**src/rtl/alu_seq_ctrl.sv**
```systemverilog
// Sequencing front end for a 4-bit combinational ALU.
// Commands arrive over cmd_valid/cmd_ready. Each command drives the ALU from
// registers for one EXEC cycle. The settled result and flags then go into an
// in-order result FIFO that is drained over res_valid/res_ready. An
// accumulator keeps the last result so a command can chain it in as operand A.
//
// Handshake semantics (both ports): a transfer happens on a rising clk edge
// where valid && ready are both high. Valid does not depend on ready. While
// valid is high and ready is low, the payload and the head data stay stable.
module alu_seq_ctrl #(
  parameter int W     = 4,
  parameter int DEPTH = 4,
  parameter int CNT_W = 8
) (
  input  logic             clk,
  input  logic             rst,
  input  logic             cmd_valid,
  output logic             cmd_ready,
  input  logic [2:0]       cmd_op,
  input  logic [W-1:0]     cmd_a,
  input  logic [W-1:0]     cmd_b,
  input  logic             cmd_chain,
  output logic [2:0]       alu_mod,
  output logic [W-1:0]     alu_a,
  output logic [W-1:0]     alu_b,
  input  logic [W-1:0]     alu_out,
  input  logic             alu_cout,
  input  logic             alu_cf,
  input  logic             alu_zf,
  output logic             res_valid,
  input  logic             res_ready,
  output logic [W-1:0]     res_data,
  output logic [2:0]       res_flags,
  output logic [W-1:0]     acc,
  output logic             busy,
  output logic [CNT_W-1:0] op_count
);

  localparam int PTR_W  = (DEPTH > 1) ? $clog2(DEPTH) : 1;
  localparam int FCNT_W = $clog2(DEPTH + 1);

  typedef enum logic {
    IDLE = 1'b0,
    EXEC = 1'b1
  } state_t;

  state_t state, state_nxt;

  logic accept;
  logic push;
  logic pop;
  logic [2:0] push_flags;

  // Each FIFO entry holds {flags, result}.
  logic [W+2:0]      mem [DEPTH];
  logic [PTR_W-1:0]  wr_ptr, rd_ptr;
  logic [FCNT_W-1:0] fifo_count;
  logic [W+2:0]      head;

  // State register.
  always_ff @(posedge clk) begin
    if (rst) state <= IDLE;
    else     state <= state_nxt;
  end

  // Next-state logic: EXEC always lasts exactly one cycle.
  always_comb begin
    state_nxt = state;
    case (state)
      IDLE:    if (accept) state_nxt = EXEC;
      EXEC:    state_nxt = IDLE;
      default: state_nxt = IDLE;
    endcase
  end

  // FSM outputs: accept only in IDLE and only with FIFO space, so a push never meets a full FIFO.
  always_comb begin
    cmd_ready = (state == IDLE) && (fifo_count < FCNT_W'(DEPTH));
    accept    = cmd_valid && cmd_ready;
    push      = (state == EXEC);
    busy      = (state == EXEC);
  end

  // Only add and sub produce meaningful carry/overflow; other ops report zero only.
  always_comb begin
    if (alu_mod[2:1] == 2'b00) push_flags = {alu_cout, alu_cf, alu_zf};
    else                       push_flags = {2'b00, (alu_out == '0)};
  end

  // Operand registers, accumulator and completed-op counter.
  always_ff @(posedge clk) begin
    if (rst) begin
      alu_mod  <= '0;
      alu_a    <= '0;
      alu_b    <= '0;
      acc      <= '0;
      op_count <= '0;
    end else begin
      if (accept) begin
        alu_mod <= cmd_op;
        alu_a   <= cmd_chain ? acc : cmd_a;
        alu_b   <= cmd_b;
      end
      if (push) begin
        acc      <= alu_out;
        op_count <= op_count + CNT_W'(1);
      end
    end
  end

  assign pop = res_valid && res_ready;

  // Result FIFO storage and pointers; pointers wrap naturally since DEPTH is a power of 2.
  always_ff @(posedge clk) begin
    if (rst) begin
      wr_ptr     <= '0;
      rd_ptr     <= '0;
      fifo_count <= '0;
      for (int i = 0; i < DEPTH; i++) mem[i] <= '0;
    end else begin
      if (push) begin
        mem[wr_ptr] <= {push_flags, alu_out};
        wr_ptr      <= wr_ptr + PTR_W'(1);
      end
      if (pop) rd_ptr <= rd_ptr + PTR_W'(1);
      case ({push, pop})
        2'b10:   fifo_count <= fifo_count + FCNT_W'(1);
        2'b01:   fifo_count <= fifo_count - FCNT_W'(1);
        default: fifo_count <= fifo_count;
      endcase
    end
  end

  // Head presentation; outputs read zero while the FIFO is empty.
  always_comb begin
    head      = mem[rd_ptr];
    res_valid = (fifo_count != '0);
    res_data  = res_valid ? head[W-1:0] : '0;
    res_flags = res_valid ? head[W+2:W] : 3'b000;
  end

endmodule
```
**config.mk**
```make
export PLATFORM = sky130hd
export DESIGN_NAME = alu_seq_ctrl
export DESIGN_NICKNAME = d
export VERILOG_FILES = /design/src/rtl/alu_seq_ctrl.sv
export SDC_FILE = /design/constraint.sdc
export NUM_CORES = 1
export LEC_CHECK = 0
export CORE_MARGIN = 2
export CORE_UTILIZATION = 51
export DETAILED_ROUTE_END_ITERATION = 10
export HOLD_SLACK_MARGIN = 0.12
export PLACE_DENSITY = 0.76
export REMOVE_ABC_BUFFERS = 1
export SYNTH_ARGS = -nofsm -noshare
export SYNTH_HDL_FRONTEND = slang
export SYNTH_SLANG_ARGS = --single-unit
```
**constraint.sdc**
```tcl
create_clock -name clk -period 2.3 [get_ports clk]
set_input_delay 0.23 -clock clk [delete_from_list [all_inputs] [get_ports clk]]
set_output_delay 0.23 -clock clk [all_outputs]
set_load 0.005 [all_outputs]
```
==> impl_metrics.yaml <==
status:
  status: "finished clean"
job:
  max_cap_viol_count: 0
floorplan:
  core_mm2: 0.005075
  die_area_mm2: 0.005854
  initial_core_util_pct: 52.84
  fp.dieH_um: 76.51
  ios: 56
  rows: 26
  die_w_um: 76.51
drt:
  drtAntennaViolNets: 0
  viasPerCell: 4.948
  drc_errors: 0
  finalWirelength_um: 4987
  first_pass_iters: 4
  via_count: 1791
  drt_iter0_drc: 130
  post_drt_wl_per_cell_um: 13.78
pwr:
  ir_drop_v: 0.0004739
  power_leakage_nw: 1.285
  powerDensity_mw_per_mm2: 835.2
synth:
  ys_ff_latch: 61
  yosysWarnings: 0
  yosysSeqAreaShare_pct: 56.00
  async_flop_share_pct: 0
  syn_inst: 227
  synth.avg_cell_area_um2: 11.81
  synth_edf_count: 28
  synthFlopType: "dfxtp_1"
  synth.distinct_cells: 37
  synth_area_mm2: 0.002681
finish:
  finalNetCount: 313
  n_antenna_cell: 0
  stdcell_area_mm2: 0.003461
  layout-drive-gt1-share_pct: 13.36
  synthToLayoutAreaGrowth_pct: 29.07
critical_path:
  worst_setup_path_end_kind: "primary output"
  cp.required_ns: 2.07
  cp_num_buf_inv: 1
  cpLargestDelayFamily: "multiplexers"
  cpPeakStageDelay_ns: 0.52
  startpoint_type: "flop"
  cp_slowest_cell: "mux4_2"
  path_cells: "mux4_2, nor2b_1, clkdlybuf4s50_1"
  critPathKind: "reg -> out"
  arrival_ns: 1.89
  path_max_fanout: 7
global_route:
  grt_pass1_vias: 1787
  grt_max_degree: 26
  grt_use_total_pct: 18.60
  antenna_found_initial: 0
  grt_pass1_wl_um: 8418
  grt_overflow: 0
cts:
  root_buffer: "clkbuf_8"
  cts_tree: "built"
  path_clk_slew_ns: 0.07
  clock_latency_ns: 0.33
  clk_path_buf_depth: 2
  cts_buffers: 9
  numClockSinks: 61
  htree_levels: 3
placed_design:
  gp_congestion: 0.6837
  hpwl_um: 3646
  dpl_cell_area_mm2: 0.003284
  io_buffers: 55
sta:
  period_share_pct: 92.17
  slew_viol_final: 0
  fin_skew_ns: 0.008490
  slew-limit-headroom_pct: 55.41
  worstMarginPinSlew_ns: 0.6674
  tns_ns: 0
  timing_hold_violations_final: 0
  rsz0062_at_grt: "no"
  setup_violations: 0
  clock.fmax_mhz: 471.7
  post-route-min-period_ns: 2.120
hold_path:
  min_path_type: "reg -> reg"
-- cell type report --
type / instances / area, um2
clock buffers: 14 / 162.7
clock inverters: 2 / 10.01
fillers: 417 / 1614
inverters: 8 / 30.03
multi-input cells: 146 / 1070
flip-flops and latches: 61 / 1505
well taps: 70 / 87.58
repair buffers: 61 / 595.6
-- per-layer routing --
metal | up-vias | GRT usage [%] | wire length (um)
met4 | 0 | 7.273 | 47
met5 | - | 0 | 0
met2 | 48 | 29.47 | 2438
met3 | 5 | 7.583 | 293
met1 | 829 | 22.77 | 2208
li1 | 909 | - | -
-- cell usage after synthesis (all sizes together), types with 2 or more instances --
cell type | count | area share (%)
a211oi | 4 | 1.9
a21oi | 6 | 1.1
and2 | 16 | 3.7
buf | 10 | 2.7
clkbuf | 2 | 0.28
dfxtp | 33 | 25
edfxtp | 28 | 31
ha | 2 | 0.93
inv | 8 | 1.1
mux2i | 17 | 6.3
mux4 | 7 | 5.9
nand2 | 4 | 0.56
nand2b | 4 | 0.93
nand3 | 4 | 0.75
nand4 | 3 | 0.93
nor2 | 39 | 5.8
nor2b | 9 | 2.1
nor3 | 3 | 0.75
nor3b | 2 | 0.75
o21ai | 5 | 0.93
or3 | 6 | 1.4
xnor2 | 2 | 0.65
xor2 | 7 | 2.3
-- through the flow --
| stage | total power [W] | setup slack, ns | hold WS, ns | std cells | util (%) |
|---|---|---|---|---|---|
| after floorplan | 0.001747 | 0.3907 | 0.2946 | 215 | - |
| after global placement | 0.002071 | 0.1984 | 0.4727 | 346 | 64.72 |
| after detailed placement | 0.002089 | 0.1150 | 0.4891 | 346 | 64.72 |
| after CTS | 0.002921 | 0.08847 | 0.4955 | 362 | 68.15 |
| after global routing | 0.003058 | 0.04259 | 0.5337 | 362 | 68.20 |
| final | 0.002890 | 0.1802 | 0.4919 | 362 | 68.20 |
-- cells by family (layout without fill, tap and decap cells) --
kind of cell,Yosys count,count (layout),share of synthesized area [%]
compound gates,18,18,4.807
flops,61,61,56.00
fa+ha+maj,3,3,1.680
buf+inv,20,85,4.106
simple gates,92,92,18.25
xor+xnor,9,9,2.940
mux,24,24,12.23
-- worst register-to-register path, delay by kind of cell, from the launching register on --
kind	cells	cell delay, ns
AOI/OAI and AO/OA	2	0.28
xor gates and xnor gates	1	0.16
adders and majority gates	2	0.54
buffers and inverters	2	0.13
DFF	1	0.44
and+or+nand+nor	1	0.31
-- flip-flops by register name (all words and copies together), names as in the netlist, named ones only --
register,cells
acc,4
alu_a,4
alu_b,4
alu_mod,3
busy,1
fifo_count,3
mem,28
op_count,8
rd_ptr,2
wr_ptr,2
-- path summary, 6_finish.rpt --
kind	start	end	slack, ns	depth (start not counted)
hold / removal	op_count[7]$_SDFFE_PP0P_	op_count[7]$_SDFFE_PP0P_	0.49	2
hold reg to reg	op_count[7]$_SDFFE_PP0P_	op_count[7]$_SDFFE_PP0P_	0.49	2
setup / recovery	flop	res_flags[1]	0.18	3
setup reg to reg	fifo_count[2]$_SDFFE_PP0P_	fifo_count[2]$_SDFFE_PP0P_	0.39	8
-- report_power, final --
part	internal, W	total, W	switching, W
logic	0.000422	0.000724	0.000302
registers	0.00124	0.00134	0.000102
clock network	0.000448	0.000823	0.000375
-- layout by cell type (no fill, tap or decap), drive strengths merged --
cell type / instances
nor3b: 2
nand2: 4
nor2: 39
mux4: 7
a21oi: 6
xnor2: 2
or3: 6
ha: 2
nand4: 3
inv: 8
a31o: 1
nand2b: 4
fa: 1
nand3: 4
nor4: 1
nor3: 3
nand3b: 1
clkinv: 2
mux2i: 17
buf: 6
and2: 16
o31ai: 1
dfxtp: 33
o21bai: 1
clkdlybuf4s50: 55
a211oi: 4
o21ai: 5
edfxtp: 28
xor2: 7
nor2b: 9
clkbuf: 14
-- timing repair --
item                       4_1_cts  5_1_grt
cloned                           0        0
buffers inserted                 0        0
setup endpoints to repair        7        1
gates resized for setup          1        1
hold buffers                     0        0
No activity file was read; power rests on OpenSTA's default activity.
